===== config.mk =====
export PLATFORM = sky130hd
export DESIGN_NAME = cache_ctrl_fsm
export DESIGN_NICKNAME = d
export VERILOG_FILES = /design/src/rtl/cache_ctrl_fsm.sv
export SDC_FILE = /design/constraint.sdc
export NUM_CORES = 1
export LEC_CHECK = 0
export CORE_AREA = 5 5 280 282
export CTS_CLUSTER_DIAMETER = 120
export DETAILED_ROUTE_END_ITERATION = 10
export DIE_AREA = 0 0 285 287
export PLACE_DENSITY = 0.52
export SLEW_MARGIN = 20
export SYNTH_ARGS = -nofsm -noshare
export SYNTH_HDL_FRONTEND = slang
export SYNTH_SLANG_ARGS = --single-unit

===== constraint.sdc =====
create_clock -name clk -period 3.75 [get_ports clk]
set_input_delay 0.75 -clock clk [delete_from_list [all_inputs] [get_ports clk]]
set_output_delay 0.75 -clock clk [all_outputs]
set_load 0.02 [all_outputs]

===== src/rtl/cache_ctrl_fsm.sv =====
// Direct-mapped write-back cache controller sequencing data, flag and memory RAMs.
// RAM port outputs are registered and forced idle while rst is high.
module cache_ctrl_fsm #(
    parameter int INDEX_W    = 10,
    parameter int MEM_AW     = 10,
    parameter int MEM_LAT    = 2,
    parameter bit INIT_CLEAR = 1'b1
) (
    input  logic               clk,
    input  logic               rst,
    input  logic               cpu_req,
    input  logic               cpu_we,
    input  logic [31:0]        cpu_addr,
    input  logic [31:0]        cpu_wdata,
    input  logic [3:0]         cpu_be,
    output logic               cpu_ack,
    output logic [31:0]        cpu_rdata,
    output logic               busy,
    output logic               cache_ena,
    output logic [15:0]        cache_wea,
    output logic [INDEX_W-1:0] cache_addra,
    output logic [127:0]       cache_dina,
    input  logic [127:0]       cache_douta,
    output logic               flag_ena,
    output logic [2:0]         flag_wea,
    output logic [INDEX_W-1:0] flag_addra,
    output logic [23:0]        flag_dina,
    input  logic [23:0]        flag_douta,
    output logic               mem_ena,
    output logic [15:0]        mem_wea,
    output logic [MEM_AW-1:0]  mem_addra,
    output logic [127:0]       mem_dina,
    input  logic [127:0]       mem_douta
);

    localparam int TAG_W = 28 - INDEX_W;
    localparam int CNT_W = $clog2(MEM_LAT + 1);
    localparam logic [CNT_W-1:0] LAT_LAST = CNT_W'(MEM_LAT - 1);
    localparam logic [CNT_W-1:0] LAT_DONE = CNT_W'(MEM_LAT);

    typedef enum logic [2:0] {
        S_INIT,
        S_IDLE,
        S_LOOKUP,
        S_WBACK,
        S_REFILL,
        S_RESP
    } state_t;

    state_t             state_q;
    logic [CNT_W-1:0]   cnt_q;
    logic [INDEX_W-1:0] clr_idx_q;
    logic               we_q;
    logic [TAG_W-1:0]   tag_q;
    logic [INDEX_W-1:0] idx_q;
    logic [1:0]         word_q;
    logic [31:0]        wdata_q;
    logic [3:0]         be_q;

    logic               cache_ena_q;
    logic [15:0]        cache_wea_q;
    logic [INDEX_W-1:0] cache_addra_q;
    logic [127:0]       cache_dina_q;
    logic               flag_ena_q;
    logic [2:0]         flag_wea_q;
    logic [INDEX_W-1:0] flag_addra_q;
    logic [23:0]        flag_dina_q;
    logic               mem_ena_q;
    logic [15:0]        mem_wea_q;
    logic [MEM_AW-1:0]  mem_addra_q;
    logic [127:0]       mem_dina_q;
    logic               cpu_ack_q;
    logic [31:0]        cpu_rdata_q;

    logic [TAG_W-1:0]   vic_tag;
    logic               vic_valid;
    logic               vic_dirty;
    logic               hit;
    logic [15:0]        st_wea_d;
    logic [31:0]        rd_word_d;
    logic               unused;

    function automatic logic [23:0] flag_word(
        input logic             dirty,
        input logic [TAG_W-1:0] tag
    );
        logic [23:0] f;
        f           = '0;
        f[23]       = 1'b1;
        f[22]       = dirty;
        f[21 -: TAG_W] = tag;
        return f;
    endfunction

    assign vic_tag   = flag_douta[21 -: TAG_W];
    assign vic_valid = flag_douta[23];
    assign vic_dirty = flag_douta[22];
    assign hit       = vic_valid && (vic_tag == tag_q);
    assign st_wea_d  = 16'(be_q) << {word_q, 2'b00};
    assign rd_word_d = cache_douta[{word_q, 5'b00000} +: 32];
    assign unused    = ^{cpu_addr[1:0], flag_douta};

    always_ff @(posedge clk) begin
        if (rst) begin
            state_q       <= INIT_CLEAR ? S_INIT : S_IDLE;
            cnt_q         <= '0;
            clr_idx_q     <= '0;
            we_q          <= 1'b0;
            tag_q         <= '0;
            idx_q         <= '0;
            word_q        <= '0;
            wdata_q       <= '0;
            be_q          <= '0;
            cache_ena_q   <= 1'b0;
            cache_wea_q   <= '0;
            cache_addra_q <= '0;
            cache_dina_q  <= '0;
            flag_ena_q    <= INIT_CLEAR;
            flag_wea_q    <= {3{INIT_CLEAR}};
            flag_addra_q  <= '0;
            flag_dina_q   <= '0;
            mem_ena_q     <= 1'b0;
            mem_wea_q     <= '0;
            mem_addra_q   <= '0;
            mem_dina_q    <= '0;
            cpu_ack_q     <= 1'b0;
            cpu_rdata_q   <= '0;
        end else begin
            cache_ena_q <= 1'b0;
            cache_wea_q <= '0;
            flag_ena_q  <= 1'b0;
            flag_wea_q  <= '0;
            mem_ena_q   <= 1'b0;
            mem_wea_q   <= '0;
            cpu_ack_q   <= 1'b0;
            unique case (state_q)
                S_INIT: begin
                    if (&clr_idx_q) begin
                        state_q <= S_IDLE;
                    end else begin
                        clr_idx_q    <= clr_idx_q + INDEX_W'(1);
                        flag_ena_q   <= 1'b1;
                        flag_wea_q   <= 3'b111;
                        flag_addra_q <= clr_idx_q + INDEX_W'(1);
                        flag_dina_q  <= '0;
                    end
                end
                S_IDLE: begin
                    if (cpu_req) begin
                        we_q          <= cpu_we;
                        tag_q         <= cpu_addr[31:INDEX_W+4];
                        idx_q         <= cpu_addr[INDEX_W+3:4];
                        word_q        <= cpu_addr[3:2];
                        wdata_q       <= cpu_wdata;
                        be_q          <= cpu_be;
                        cache_addra_q <= cpu_addr[INDEX_W+3:4];
                        flag_addra_q  <= cpu_addr[INDEX_W+3:4];
                        cnt_q         <= '0;
                        state_q       <= S_LOOKUP;
                    end
                end
                S_LOOKUP: begin
                    cnt_q <= '0;
                    if (hit) begin
                        if (we_q) begin
                            cache_ena_q  <= 1'b1;
                            cache_wea_q  <= st_wea_d;
                            cache_dina_q <= {4{wdata_q}};
                            flag_ena_q   <= 1'b1;
                            flag_wea_q   <= 3'b111;
                            flag_dina_q  <= flag_word(1'b1, tag_q);
                        end else begin
                            cpu_rdata_q <= rd_word_d;
                        end
                        cpu_ack_q <= 1'b1;
                        state_q   <= S_RESP;
                    end else if (vic_valid && vic_dirty) begin
                        mem_addra_q <= MEM_AW'({vic_tag, idx_q});
                        state_q     <= S_WBACK;
                    end else begin
                        mem_addra_q <= MEM_AW'({tag_q, idx_q});
                        state_q     <= S_REFILL;
                    end
                end
                S_WBACK: begin
                    if (cnt_q == LAT_DONE) begin
                        cnt_q       <= '0;
                        mem_addra_q <= MEM_AW'({tag_q, idx_q});
                        state_q     <= S_REFILL;
                    end else begin
                        cnt_q <= cnt_q + CNT_W'(1);
                        if (cnt_q == LAT_LAST) begin
                            mem_ena_q  <= 1'b1;
                            mem_wea_q  <= 16'hffff;
                            mem_dina_q <= cache_douta;
                        end
                    end
                end
                S_REFILL: begin
                    if (cnt_q == LAT_DONE) begin
                        cnt_q   <= '0;
                        state_q <= S_LOOKUP;
                    end else begin
                        cnt_q <= cnt_q + CNT_W'(1);
                        if (cnt_q == LAT_LAST) begin
                            cache_ena_q  <= 1'b1;
                            cache_wea_q  <= 16'hffff;
                            cache_dina_q <= mem_douta;
                            flag_ena_q   <= 1'b1;
                            flag_wea_q   <= 3'b111;
                            flag_dina_q  <= flag_word(1'b0, tag_q);
                        end
                    end
                end
                S_RESP: begin
                    cnt_q   <= '0;
                    state_q <= S_IDLE;
                end
                default: state_q <= S_IDLE;
            endcase
        end
    end

    // A write already staged for the rst cycle must never reach a RAM.
    assign cache_ena   = cache_ena_q & ~rst;
    assign cache_wea   = cache_wea_q & {16{~rst}};
    assign flag_ena    = flag_ena_q & ~rst;
    assign flag_wea    = flag_wea_q & {3{~rst}};
    assign mem_ena     = mem_ena_q & ~rst;
    assign mem_wea     = mem_wea_q & {16{~rst}};
    assign cpu_ack     = cpu_ack_q & ~rst;
    assign cache_addra = cache_addra_q;
    assign cache_dina  = cache_dina_q;
    assign flag_addra  = flag_addra_q;
    assign flag_dina   = flag_dina_q;
    assign mem_addra   = mem_addra_q;
    assign mem_dina    = mem_dina_q;
    assign cpu_rdata   = cpu_rdata_q;
    assign busy        = (state_q != S_IDLE);

endmodule


### Word-level counts from Yosys, hierarchy flattened

Index checks and enable logic that the tools add are counted.

* $add $sub $neg: 2
* multipliers: 0
* divide/modulo/power cells: 0
* magnitude comparators: 0
* equality and inequality tests: 19
* shift-type cells: 2
* muxes and demuxes: 46
* bitwise gates (word level): 13
* reduce and logical (&&, ||, !) cells: 23

Operator list (count)
* 2-to-1 mux 128 bit: 4
* one-hot mux 128 bit (2 select lines): 1
* variable part select 128 x 8 -> 32 bit: 1
* 2-to-1 mux 24 bit: 5
* one-hot mux 24 bit (3 select lines): 1
* 2-to-1 mux 16 bit: 4
* 2-to-1 mux 10 bit: 4
* one-hot mux 10 bit (2 select lines): 2
* 2-to-1 mux 3 bit: 11
* AND 16 bit: 2
* one-hot mux 16 bit (2 select lines): 1
* inequality test 2 bit, second input constant: 10
* equality test 18 bit: 1
* left shift 4 x 4 -> 16 bit: 1
* one-hot mux 3 bit (5 select lines): 1
* AND reduction 3 bit: 4
* adder 10 x 1 -> 10 bit, second input constant: 1
* AND reduction 10 bit: 1
* one-hot mux 3 bit (3 select lines): 1
* OR reduction 2 bit: 4
* equality test 3 x 2 -> 1 bit, second input constant: 2
* equality test 3 bit, second input constant: 2
* 2-to-1 mux 1 bit: 6
* inverter 1 bit: 6
* other kinds (19): 29

* flip-flop bits (word level): 453
* bits in latches: 0
* RAM bits: 0
* ROM bits: 0
* input port bits: 352
* output and inout bits: 382
* logic and storage cells: 127
* memories: 0

### Logic depth before layout (Yosys ltp)

* depth in word-level cells: 4
* gate-level depth with buffers: 9
* mapped depth without buffers: 6

### Least setup slack after synthesis

No wires, ideal clock.

* path type: in2out
* start: input rst
* end: output mem_wea[0]
* arrival: 2.270 ns
* data required time: 3.000 ns
* slack: 0.730 ns
* stages: 4
* buffers on the path: 3
* cells stage by stage: clkbuf_1 -> clkbuf_1 -> nor2b_1 -> buf_4

* cells in the longest elaborated chain, start to end: 2

Ends and longest elaborated chain
* start: declaration: line 10 `input logic rst,`
* inverter 1 bit: line 230 `assign mem_wea = mem_wea_q & {16{~rst}};`
* AND 16 bit: line 230
* end: declaration: line 30 `output logic [15:0] mem_wea,`

No other way between the ends.

### Final worst setup path

* start: register state_q[1]
* end: output busy

* cells in the longest elaborated chain, start to end: 1

Ends and longest elaborated chain
* start: declaration: line 50 `state_t state_q;`
* start signal: assignment: line 105 `state_q <= INIT_CLEAR ? S_INIT : S_IDLE;`
* inequality test 3 x 1 -> 1 bit: line 239 `assign busy = (state_q != S_IDLE);`
* end: declaration: line 18 `output logic busy,`

No other way between the ends.

==> impl_metrics.ini <==
[cts]
clock_latency_ns = 0.61
cts_tree = built
numCtsBuffers = 53
clk_pin_slew_ns = 0.06
cts_setup_buffers = 0
htree_levels = 2
clockBufferDepth = 3
ctsResizeCount = 0
clock-sinks = 430
cts-hold-fix-buffers = 0
clock-root-buffer = clkbuf_16

[synth]
synth_cells = 2229
ys_warn_count = 0
async_flop_share_pct = 0
yosys-top-cells-count = 570 x nand2_1, 430 x dfxtp_1, 265 x a21oi_1
netlist_area_um2 = 18780
synth_edf_count = 0
synthTopCellsByArea = dfxtp_1 46%, nand2_1 11%, mux2i_1 7.6%
syn-mean-instance-area_um2 = 8.423
yosysSeqAreaShare_pct = 45.85
synth.top_cell.area_share_pct = 45.85
ys_types = 52
synth_top_area_cell = dfxtp_1
synth-main-ff-cell = dfxtp_1
ys_ff_latch = 430
yosysMostFrequentCell = nand2_1

[sta]
max_slew_margin_pct = 27.87
hold_viol = 0
drv_slew = 0
period_minus_slack_ns = 3.254
rsz0062_at_grt = no
finalSetupViolations = 0
tightestPinTransition_ns = 1.080
max_freq_mhz = 307.3
fin_crit_sh_pct = 86.76
skew_ns = 0.03383
final.setup.worst_slack_ns = 0.4963
setup_tns_ns = 0

[placed_design]
hpwl_mm = 61.19
numPortBuffers = 723
place.gp.congestion = 0.8703
place_area_um2 = 26720
pre_cts_ws_ns = 0.4066

[global_route]
grt_pass1_vias = 18160
antenna_found_initial = 14
track_usage_pct = 18.97
overflow = 0
grt_pass1_wl_mm = 119.9
grt_max_degree = 173

[route]
drt_first_iter_violations = 1032
drtAntennaViolNets = 0
avgRoutedWirePerCell_um = 21.44
num_vias = 18200
wl_mm = 82.87
drc_errors = 0
first_pass_iters = 5
vias_per_cell = 4.707

[run]
drv_cap = 0

[power_and_ir_drop]
cellLeakagePower_nw = 10.26
finalPower_w = 0.01051
power.density_nw_per_um2 = 368.1
ir_drop_mv = 0.4032

[final_layout]
syn_to_final_growth_pct = 52.01
fin_area_um2 = 28540
fin_nets = 3193
fillers = 7595
utilization_pct = 37.83
drive_above_1_share_pct = 6.935

[floorplan]
die_h_um = 287
io_pins = 734
core_area_um2 = 75440
rows = 101
die_w_um = 285
start_util_pct = 24.89
dieArea_um2 = 81800

[critical_path]
arrival_ns = 2.50
required_ns = 3.00
crit_path_end_kind = output pin
worstPathMaxFanout = 19
rr_worst_depth = 5
r2r_setup_slack_ns = 0.89
critPathKind = flop to output pin
setup.worst_path.start_class = flop

[worst_hold_path]
worstHoldPathType = flop to flop
min_delay_path_depth = 2

[run_status]
status = finished clean
## worst paths after layout
path,from,endpoint
max reg2reg,state_q[1],cache_dina[20]
min reg2reg,wdata_q[3],wdata_q[3]
min,wdata_q[3],wdata_q[3]
max,state_q[1],busy
## per-layer routing
metal | track usage [%] | routed length, um | vias up
met3 | 6.788 | 7977 | 108
li1 | - | - | 8704
met4 | 4.530 | 1770 | 14
met5 | 0 | 92 | -
met1 | 23.19 | 33800 | 8687
met2 | 32.11 | 39220 | 684
## power by group
group | total [W] | leakage (nW) | internal, W | switching, W
clock | 0.00532 | 0.916 | 0.00320 | 0.00212
combinational | 0.000602 | 5.88 | 0.000374 | 0.000228
sequential | 0.00458 | 3.46 | 0.00457 | 0.00000587
total | 0.0105 | 10.3 | 0.00815 | 0.00236
## worst max-delay path: stages, from the launching register on
cell and delay, ns:
dfxtp_1 0.71, nor3b_1 0.11, buf_4 0.19, clkinv_1 0.04, buf_4 0.21, clkdlybuf4s50_1 0.65
## cell families (layout without fill, tap and decap cells)
kind of cell / Yosys count / count (layout) / share of synthesized area, %
AOI/OAI and AO/OA: 458 / 458 / 12.75
xor gates and xnor gates: 30 / 30 / 1.399
buffers and inverters: 211 / 863 / 5.391
DFF: 430 / 430 / 45.85
other: 1 / 8 / 0.01997
and+or+nand+nor: 909 / 909 / 22.22
adders and majority gates: 1 / 1 / 0.06663
muxes: 189 / 189 / 12.30
## cell type report
cell class                 instances  area (um2)  share of cell area [%]
tap                              978        1224                   4.288
timing repair buffer             760        7620                   26.70
clock buffer                      76        1584                   5.550
inverter                           4       22.52                 0.07891
multi-input combinational       1591        9239                   32.37
antenna                            4       10.01                 0.03507
sequential                       430        8611                   30.17
clock inverter                    23       230.2                  0.8067
## flip-flops by register name (all words and copies together) (netlist names), 2 cells and up
name,count
cnt_q,2
flag_addra,10
tag_q,18
cache_addra,10
state_q,3
clr_idx_q,10
be_q,4
cache_dina,128
mem_addra,10
cpu_rdata,32
cache_wea_q,16
word_q,2
wdata_q,32
mem_dina,128
flag_dina,20
## stage by stage
stage | std cells | hold slack, ns
after CTS | 3862 | 0.4501
final | 3866 | 0.4479
after floorplan | 2232 | 0.4318
after detailed placement | 3763 | 0.4421
after global routing | 3863 | 0.4624
after global placement | 3763 | 0.4372
## cell usage in the layout (no fill, tap or decap), types with 11 or more instances in the layout
cell type        instances
and2_1                 120
xor2_1                  23
nor2b_1                 70
nand4_1                 35
dfxtp_1                428
nor2_1                  40
nor3_2                  11
mux2i_1                143
clkinv_2                17
buf_4                   29
clkbuf_16               54
clkdlybuf4s50_1        722
nand2_1                569
nand3_1                 32
o21ai_0                159
a21oi_1                265
clkbuf_8                15
mux4_2                  32
Note: power is estimated with default switching activity, not from simulation.
